===== config.mk =====
export PLATFORM = sky130hd
export DESIGN_NAME = vga_sync_gen
export DESIGN_NICKNAME = d
export VERILOG_FILES = /design/src/rtl/vga_sync_gen.sv
export SDC_FILE = /design/constraint.sdc
export NUM_CORES = 1
export LEC_CHECK = 0
export BUFFER_PORTS_ARGS = -buffer_cell sky130_fd_sc_hd__buf_2
export CAP_MARGIN = 20
export CORE_AREA = 2 2 66 68
export CTS_CLUSTER_SIZE = 8
export DETAILED_ROUTE_END_ITERATION = 16
export DIE_AREA = 0 0 68 70
export PLACE_DENSITY_LB_ADDON = 0.1
export SLEW_MARGIN = 40
export SYNTH_ARGS = -nofsm -noshare
export SYNTH_HDL_FRONTEND = slang
export SYNTH_SLANG_ARGS = --single-unit

===== constraint.sdc =====
create_clock -name clk -period 2.3 [get_ports clk]
set_input_delay 0.46 -clock clk [delete_from_list [all_inputs] [get_ports clk]]
set_output_delay 0.46 -clock clk [all_outputs]
set_load 0.01 [all_outputs]

===== src/rtl/vga_sync_gen.sv =====
// VGA 640x480@60 timing generator: pixel-rate divider, h/v counters, sync and video_on.
// Optional frame-wrap strobe f_tick is enabled by defining VGA_SYNC_FRAME_TICK_EN.
module vga_sync_gen #(
    parameter int unsigned CLK_DIV   = 4,
    parameter int unsigned H_DISPLAY = 640,
    parameter int unsigned H_FRONT   = 16,
    parameter int unsigned H_SYNC    = 96,
    parameter int unsigned H_BACK    = 48,
    parameter int unsigned V_DISPLAY = 480,
    parameter int unsigned V_FRONT   = 10,
    parameter int unsigned V_SYNC    = 2,
    parameter int unsigned V_BACK    = 33
) (
    input  logic       clk,
    input  logic       reset,
`ifdef VGA_SYNC_FRAME_TICK_EN
    output logic       f_tick,
`endif
    output logic       p_tick,
    output logic [9:0] pixel_x,
    output logic [9:0] pixel_y,
    output logic       video_on,
    output logic       hsync,
    output logic       vsync
);

    localparam int unsigned CNT_W    = 10;
    localparam int unsigned DIV_W    = (CLK_DIV > 1) ? $clog2(CLK_DIV) : 1;
    localparam int unsigned H_TOTAL  = H_DISPLAY + H_FRONT + H_SYNC + H_BACK;
    localparam int unsigned V_TOTAL  = V_DISPLAY + V_FRONT + V_SYNC + V_BACK;
    localparam int unsigned HS_START = H_DISPLAY + H_FRONT;
    localparam int unsigned HS_END   = HS_START + H_SYNC - 1;
    localparam int unsigned VS_START = V_DISPLAY + V_FRONT;
    localparam int unsigned VS_END   = VS_START + V_SYNC - 1;

    logic [DIV_W-1:0] r_div_count;
    logic [CNT_W-1:0] r_h_count;
    logic [CNT_W-1:0] r_v_count;
    logic             r_hsync;
    logic             r_vsync;
    logic [CNT_W-1:0] w_h_next;
    logic [CNT_W-1:0] w_v_next;
    logic             w_p_tick;
    logic             w_h_end;
    logic             w_v_end;

    assign w_p_tick = (r_div_count == DIV_W'(CLK_DIV - 1));
    assign w_h_end  = (r_h_count == CNT_W'(H_TOTAL - 1));
    assign w_v_end  = (r_v_count == CNT_W'(V_TOTAL - 1));

    // Next-state counts; sync is decoded from these so it lines up with pixel_x/pixel_y.
    always_comb begin
        w_h_next = r_h_count;
        w_v_next = r_v_count;
        if (w_p_tick) begin
            if (w_h_end) begin
                w_h_next = '0;
                w_v_next = w_v_end ? '0 : r_v_count + CNT_W'(1);
            end else begin
                w_h_next = r_h_count + CNT_W'(1);
            end
        end
    end

    always_ff @(posedge clk) begin
        if (reset) begin
            r_div_count <= '0;
            r_h_count   <= '0;
            r_v_count   <= '0;
            r_hsync     <= 1'b1;
            r_vsync     <= 1'b1;
        end else begin
            r_div_count <= w_p_tick ? '0 : r_div_count + DIV_W'(1);
            r_h_count   <= w_h_next;
            r_v_count   <= w_v_next;
            r_hsync     <= !((w_h_next >= CNT_W'(HS_START)) && (w_h_next <= CNT_W'(HS_END)));
            r_vsync     <= !((w_v_next >= CNT_W'(VS_START)) && (w_v_next <= CNT_W'(VS_END)));
        end
    end

    assign p_tick   = w_p_tick;
    assign pixel_x  = r_h_count;
    assign pixel_y  = r_v_count;
    assign video_on = (r_h_count < CNT_W'(H_DISPLAY)) && (r_v_count < CNT_W'(V_DISPLAY));
    assign hsync    = r_hsync;
    assign vsync    = r_vsync;

`ifdef VGA_SYNC_FRAME_TICK_EN
    // High in the cycle whose closing edge wraps the frame back to (0,0).
    assign f_tick = w_p_tick && w_h_end && w_v_end;
`endif

endmodule


* Word-level counts from Yosys, hierarchy flattened
Index checks and enable logic that the tools add are counted.
** Cells by class
- Div/mod/pow operators :: 0
- Eq/ne operators :: 3
- Bitwise operators :: 0
- $lt $le $gt $ge :: 6
- $mul :: 0
- Shift operators :: 0
- Mux-type cells :: 5
- Add/sub/neg operators :: 3
- Reduce and logical (&&, ||, !) cells :: 6
** Operators with widths (count)
- two-way mux 10 bit :: 5
- adder 10 x 1 -> 10 bit (second input constant) :: 2
- == test 10 bit (second input constant) :: 2
- >= comparator 10 bit (second input constant) :: 1
- >= comparator 10 x 9 -> 1 bit (second input constant) :: 1
- less-or-equal comparator 10 bit (second input constant) :: 1
- less-or-equal comparator 10 x 9 -> 1 bit (second input constant) :: 1
- < comparator 10 bit (second input constant) :: 1
- < comparator 10 x 9 -> 1 bit (second input constant) :: 1
- logical AND 1 bit :: 3
- adder 2 x 1 -> 2 bit (second input constant) :: 1
- == test 2 bit (second input constant) :: 1
- zero test 1 bit :: 2
- OR reduction 2 bit :: 1
** Storage, ports and cells
- Register bits :: 24
- Memories :: 0
- Bits of input ports :: 2
- Memory bits (read-only) :: 0
- Word-level logic and storage cells :: 28
- Output and inout port bits :: 24
- Bits in latches :: 0
- Memory bits (writable) :: 0

* Logic depth before layout (Yosys ltp)
Gate-level depths: netlist of the first run.
- Depth after elaboration :: 7
- Gate-level depth with buffers :: 9
- Mapped depth without buffers :: 7

* Least setup slack after synthesis of the first run
OpenSTA, ideal clock, no wires.
- Kind :: register to register
- From :: reg r_div_count[0]
- To :: reg r_vsync (netlist: vsync)
- Data required time :: 2.164 ns
- Arrival :: 1.692 ns
- Path buffers :: 2
- Period minus slack after synthesis :: 1.829 ns
- Slack :: 0.471 ns
- Cell stages (with the launch flop) :: 9
- Cell sequence :: dfxtp_1 -> ha_1 -> buf_4 -> and3_1 -> buf_4 -> nand4_1 -> o31a_1 -> nor4b_1 -> nand4_1
** Between the ends
- Cells in the longest elaborated chain, start to end :: 5
- Elaborated cells between the ends (all ways) :: 6
- Classes of those cells :: order compare (2); eq/ne (1); mux (1); reduce/logical (2)
** RTL lines
- from (decl) :: line 36 : logic [DIV_W-1:0] r_div_count;
- from (signal assigned) :: line 73 : r_div_count <= w_p_tick ? '0 : r_div_count + DIV_W'(1);
- == test 2 bit (*) :: line 47 : assign w_p_tick = (r_div_count == DIV_W'(CLK_DIV - 1));
- named net p_tick :: line 19 : output logic p_tick,
- two-way mux 10 bit (*) :: line 55 : if (w_p_tick) begin
- >= comparator 10 x 9 -> 1 bit / less-or-equal comparator 10 x 9 -> 1 bit (equally long branches) :: line 77 : r_vsync <= !((w_v_next >= CNT_W'(VS_START)) && (w_v_next <= CNT_W'(VS_END)));
- logical AND 1 bit (*) :: line 77
- zero test 1 bit (*) :: line 77
- to (signal assigned) :: line 77
- to (decl) :: line 40 : logic r_vsync;
The timed path passes the listed nets; every way through them passes the cells marked *.
A chain may end at the register's enable or synchronous reset.

* Final worst setup path of the first run
- From :: reg r_h_count[0] (netlist: pixel_x[0])
- To :: reg r_vsync (netlist: vsync)
** Between the ends
- Cells in the longest elaborated chain, start to end :: 6
- Elaborated cells between the ends (all ways) :: 7
- Classes of those cells :: order compare (2); eq/ne (1); mux (2); reduce/logical (2)
** RTL lines
- from (decl) :: line 37 : logic [CNT_W-1:0] r_h_count;
- from (signal assigned) :: line 74 : r_h_count <= w_h_next;
- == test 10 bit (*) :: line 48 : assign w_h_end = (r_h_count == CNT_W'(H_TOTAL - 1));
- two-way mux 10 bit (*) :: line 56 : if (w_h_end) begin
- two-way mux 10 bit (*) :: line 55
- >= comparator 10 x 9 -> 1 bit / less-or-equal comparator 10 x 9 -> 1 bit (equally long branches) :: line 77
- logical AND 1 bit (*) :: line 77
- zero test 1 bit (*) :: line 77
Every way passes the cells marked *; elsewhere a longest branch is shown, timed or not.

==> flow_metrics.py, run 1 <==
metrics = {
    "timing": {
        "max_freq_ghz": 0.477,
        "setup_ws_ps": 202,
        "fin_crit_sh": 0.912,
        "tightestPinTransition_ps": 452,
        "slew_headroom": 0.696,
        "drv_slew": 0,
        "post-route-min-period_ps": 2100,
        "finClkSkew_ps": 6.75,
        "fin_hold_ws_ps": 430,
        "finalSetupViolCount": 0,
        "hold_violations": 0,
        "tns_ps": 0,
    },
    "critical_path": {
        "critPathKind": "flip-flop to flip-flop",
        "start_kind": "flip-flop",
        "crit_required_ps": 2450,
        "cp_max_fo": 8,
        "arrival_ps": 2250,
        "crit_chain": "ha_1, and3_1, nand4_2, or3_1, a21oi_1, nand4_1",
        "worst-path-stages": 6,
        "reg2reg_to": "vsync$_SDFF_PP1_",
        "reg2reg_from": "pixel_x[0]$_SDFF_PP0_",
        "r2r_cells": 6,
        "r2r_slack_ps": 200,
        "cpPeakStageDelay_ps": 410,
        "cpMaxStageDelayCell": "dfxtp_1",
        "end_kind": "flip-flop",
        "critPathTopFamily": "simple AND/OR/NAND/NOR gates",
        "cp_num_buf_inv": 0,
    },
    "synthesis": {
        "async_flop_share": 0,
        "yosys_most_used_dff": "dfxtp_1",
        "synth_nets": 174,
        "yosysSeqAreaShare": 0.354,
        "ys_types": 47,
        "synth_area_leaders": "dfxtp_1, nand2_1, a21oi_1",
        "avgSynthCellArea_um2": 8.09,
        "synth_top_cell_area_share": 0.354,
        "synth_edf_count": 0,
        "yosysTopAreaCell": "dfxtp_1",
        "ys_seq_elements": 24,
        "netlist_area_um2": 1360,
        "synth_warnings": 0,
        "syn_inst": 168,
    },
    "power_and_ir_drop": {
        "max-vdd-ir-drop_mv": 0.248,
        "powerDensity_nw_per_um2": 522,
        "power.leakage_nw": 0.580,
        "p_total_mw": 0.833,
    },
    "cts": {
        "cts_setup_buffers": 0,
        "path_clk_slew_ps": 90,
        "cts_tree": "yes",
        "htreeDepth": 1,
        "cts_buffers": 3,
        "clock_sinks": 24,
        "clock_path_buffers": 2,
        "insertion_delay_ps": 280,
        "clockRootBuffer": "clkbuf_8",
    },
    "floorplan": {
        "core_um2": 4140,
        "die_w_um": 68,
        "std_cell_rows": 24,
        "io_pins": 26,
        "die_area_um2": 4760,
        "initial_core_util": 0.328,
        "fp.dieH_um": 70,
    },
    "finish": {
        "post-route-util": 0.385,
        "drive_gt1_frac": 0.188,
        "syn_to_final_growth_pct": 17.3,
        "stdcell_count": 243,
        "mostFrequentLayoutCell": "buf_2",
        "final_area_um2": 1590,
        "finalNetCount": 198,
        "final_cell_mix": "buf_2, dfxtp_1, nand2_1, a21oi_1, nor2_1",
        "diodes": 0,
    },
    "placed_design": {
        "gp_congestion": 0.844,
        "post-place-ws_ps": 140,
        "portBuffers": 25,
        "place_area_um2": 1520,
        "hpwl_mm": 2.45,
        "place_inst": 239,
    },
    "route": {
        "vias": 1339,
        "wire_per_inst_um": 14.2,
        "dr.pass1.iters": 4,
        "drt_iter0_drc": 46,
        "ant_nets": 0,
        "post_drt_via_cell_ratio": 5.51,
        "drcViolationCount": 0,
        "drt-total-wl_mm": 3.45,
    },
    "global_routing": {
        "grt_max_degree": 22,
        "grt.overflow.total": 0,
        "grt_antenna_before_repair": 0,
        "grt_use_total": 0.156,
        "grt_pass1_vias": 1220,
        "grt_first_pass_wirelength_mm": 5.81,
    },
    "hold_path": {
        "min_to": "r_div_count[0]$_SDFF_PP0_",
        "hold_path_depth": 1,
        "hp-start": "r_div_count[0]$_SDFF_PP0_",
        "hp-class": "flip-flop to flip-flop",
    },
    "run": {
        "drv_cap": 0,
    },
    "outcome": {
        "status": "completed",
    },
}
==> worst register-to-register path, stage by stage, from the launching register on <==
cell and delay (ps):
dfxtp_1 410, ha_1 230, and3_1 340, nand4_2 260, or3_1 410, a21oi_1 180, nand4_1 130
==> report_power, final <==
part	switching [mW]	internal [mW]
combinational	0.0156	0.0105
sequential	0.00371	0.421
clock	0.148	0.233
total	0.168	0.665
==> layer usage <==
layer  global-route usage  share of wire
met1                0.218           0.47
met2                0.241           0.46
met3               0.0193          0.052
met4               0.0600          0.018
met5                    0              0
==> worst max path at each step <==
| stage | startpoint | end | slack, ps |
|---|---|---|---|
| after floorplan | r_div_count[0]$_SDFF_PP0_ | vsync$_SDFF_PP1_ | 470 |
| after global placement | pixel_x[0]$_SDFF_PP0_ | vsync$_SDFF_PP1_ | 290 |
| after detailed placement | pixel_x[0]$_SDFF_PP0_ | vsync$_SDFF_PP1_ | 140 |
| after CTS | pixel_x[0]$_SDFF_PP0_ | vsync$_SDFF_PP1_ | 140 |
| after global routing | pixel_x[0]$_SDFF_PP0_ | pixel_y[6]$_SDFF_PP0_ | -0.4 |
| final | pixel_x[0]$_SDFF_PP0_ | vsync$_SDFF_PP1_ | 200 |
==> cell type report <==
cell class / instances / area [um^2]
multi-input cells: 130 / 815
well taps: 52 / 65.1
clock buffers: 3 / 41.3
inverters: 6 / 22.5
clock inverters: 1 / 30.0
flip-flops and latches: 24 / 480
repair buffers: 27 / 140
fillers: 456 / 2550
==> state kept, by name (all words and copies together), names as in the netlist <==
name,cells
hsync,1
r_div_count,2
vsync,1
pixel_x,10
pixel_y,10
==> Yosys cell counts (all sizes together), types with 3 or more instances <==
cell type and number:
o21ai 8, ha 4, xor2 4, xnor2 5, and3 4, a21oi 14, nand3 3, nand2 19
nand4 8, nor3b 3, nor2 13, nor3 12, buf 6, and4 3, inv 6, dfxtp 24
==> kinds of logic after synthesis <==
kind of cell	after synthesis	synth area share
simple gates	78	0.320
xor+xnor	9	0.0580
fa+ha+maj	4	0.0368
compound gates	38	0.175
mux	1	0.00829
flops	24	0.354
buf+inv	14	0.0479
==> timing repair <==
action / 4_1_cts / 5_1_grt
setup endpoints to repair: 0 / 1
resized for setup: 0 / 1
hold buffers: 0 / 0
No activity file was read; power rests on OpenSTA's default activity.
==> run 2: changes to the inputs <==
--- a/config.mk
+++ b/config.mk
@@ -5,6 +5,7 @@
 export SDC_FILE = /design/constraint.sdc
 export NUM_CORES = 1
 export LEC_CHECK = 0
+export ABC_AREA = 1
 export BUFFER_PORTS_ARGS = -buffer_cell sky130_fd_sc_hd__buf_2
 export CAP_MARGIN = 20
 export CORE_AREA = 2 2 66 68
==> flow_metrics.py, run 2 <==
metrics = {
    "outcome": {
        "status": "completed",
    },
    "critical_path": {
        "critPathKind": "flip-flop to flip-flop",
        "crit_required_ps": 2460,
        "arrival_ps": 1960,
        "end_kind": "flip-flop",
        "cp_max_fo": 12,
        "start_kind": "flip-flop",
    },
    "synthesis": {
        "netlist_area_um2": 1380,
        "synthMuxAreaShare": 0,
        "async_flop_share": 0,
        "ys_top_cells_by_count": "nand2_1, nor2_1, inv_1",
        "ys_types": 25,
        "synth_edf_count": 0,
        "avgSynthCellArea_um2": 6.42,
        "syn_inst": 215,
        "synth_top_family_by_area": "simple AND/OR/NAND/NOR gates",
        "ys_seq_elements": 24,
        "synth_top_cell_area_share": 0.348,
        "yosys_most_used_dff": "dfxtp_1",
        "synthAdderAreaFrac": 0.0362,
        "synth_compound_area_frac": 0.0480,
        "synth.most_common_cell": "nand2_1",
        "synth_warnings": 0,
        "yosysTopAreaCell": "dfxtp_1",
        "synth_nets": 221,
        "synth_area_leaders": "dfxtp_1, nand2_1, nor2_1",
        "synth-xor-area-share": 0.0254,
        "yosysSeqAreaShare": 0.348,
        "synth_simple_gate_area_frac": 0.430,
    },
    "placed_design": {
        "post-place-ws_ps": 486,
        "hpwl_mm": 2.58,
        "portBuffers": 25,
        "gp_congestion": 0.765,
    },
    "finish": {
        "syn_to_final_growth_pct": 16.6,
        "drive_gt1_frac": 0.158,
        "finalNetCount": 248,
        "fillers": 477,
        "diodes": 0,
        "multi_input_area_um2": 746,
        "seq_area_um2": 480,
        "mostFrequentLayoutCell": "nand2_1",
        "final_cell_mix": "nand2_1, nor2_1, inv_1, buf_2, dfxtp_1",
    },
    "floorplan": {
        "core_um2": 4140,
        "initial_core_util": 0.333,
        "die_area_um2": 4760,
        "io_pins": 26,
        "die_w_um": 68,
        "fp.dieH_um": 70,
        "std_cell_rows": 24,
    },
    "cts": {
        "cts_buffers": 3,
        "cts_setup_buffers": 0,
        "clock_sinks": 24,
        "clockRootBuffer": "clkbuf_8",
        "hold_buffers": 0,
        "clock_path_buffers": 2,
        "post_cts_resized": 0,
        "path_clk_slew_ps": 90,
        "insertion_delay_ps": 260,
        "cts_tree": "yes",
        "htreeDepth": 1,
    },
    "global_routing": {
        "grt_max_degree": 15,
        "grt_pass1_vias": 1188,
        "grt_use_total": 0.152,
        "grt.overflow.total": 0,
        "grt_first_pass_wirelength_mm": 5.55,
        "grt_antenna_before_repair": 0,
    },
    "timing": {
        "tns_ps": 0,
        "hold_violations": 0,
        "setup_ws_ps": 499,
        "tightestPinTransition_ps": 475,
        "max_freq_ghz": 0.555,
        "drv_slew": 0,
        "finalSetupViolCount": 0,
        "slew_headroom": 0.681,
        "fin_crit_sh": 0.783,
        "post-route-min-period_ps": 1800,
        "rsz0062_at_grt": "false",
        "finClkSkew_ps": 2.03,
    },
    "route": {
        "ant_nets": 0,
        "drt_iter0_drc": 70,
        "dr.pass1.iters": 4,
        "wire_per_inst_um": 11.4,
        "post_drt_via_cell_ratio": 4.49,
        "drt-total-wl_mm": 3.35,
        "drcViolationCount": 0,
        "vias": 1315,
    },
    "power_and_ir_drop": {
        "powerDensity_nw_per_um2": 467,
        "max-vdd-ir-drop_mv": 0.228,
        "power.leakage_nw": 0.801,
    },
    "run": {
        "drv_cap": 0,
    },
    "hold_path": {
        "hp-class": "flip-flop to flip-flop",
    },
}
## run 2: through the flow
step           hold slack, ps  cells  total power, mW   util  instance area [um^2]
3_3_place_gp              417    289            0.465  0.375                  1560
5_1_grt                   456    293            0.781  0.389                  1610
6_report                  425    293            0.752  0.389                  1610
4_1_cts                   426    293            0.759  0.389                  1610
2_1_floorplan             399    215            0.453      -                  1380
3_5_place_dp              413    289            0.465  0.375                  1560
## run 2: final timing paths
| kind | startpoint | slack [ps] | end | depth (start not counted) |
|---|---|---|---|---|
| max | pixel_x[1]$_SDFF_PP0_ | 500 | vsync$_SDFF_PP1_ | 10 |
| max reg2reg | pixel_x[1]$_SDFF_PP0_ | 500 | vsync$_SDFF_PP1_ | 10 |
| min reg2reg | r_div_count[0]$_SDFF_PP0_ | 430 | r_div_count[0]$_SDFF_PP0_ | 1 |
| min | r_div_count[0]$_SDFF_PP0_ | 430 | r_div_count[0]$_SDFF_PP0_ | 1 |
## run 2: cell families after synthesis
kind of cell / after synthesis
simple gates: 134
buf+inv: 39
flops: 24
compound gates: 10
xor+xnor: 4
fa+ha+maj: 4
## run 2: critical path: stages (launching register included)
cell and delay (ps):
dfxtp_1 380, ha_1 200, nand2_1 90, nor2_4 140, nand3_2 130, nor2_4 290, nand2_1 120, nand2_1 90
nand3_1 80, nor2_1 90, nand3_1 70
## run 2: per-layer routing
metal  part of all wire  track usage  vias up
met5                  0            0        -
li1                   -            -      723
met1               0.52        0.240      565
met3              0.051       0.0209        2
met4             0.0075       0.0400        0
met2               0.42        0.213       25
## run 2: final cells by class
type,instances,area share
clock buffers,4,0.0342
inverters,35,0.0816
multi-input cells,152,0.463
flip-flops and latches,24,0.298
well taps,52,0.0404
repair buffers,26,0.0824
## run 2: report_power, final
| group | internal (mW) | total [mW] | switching [mW] | leakage (nW) |
|---|---|---|---|---|
| Clock | 0.153 | 0.297 | 0.144 | 0.0288 |
| Sequential | 0.421 | 0.424 | 0.00265 | 0.194 |
| Combinational | 0.00888 | 0.0308 | 0.0220 | 0.578 |
| Total | 0.583 | 0.752 | 0.169 | 0.801 |
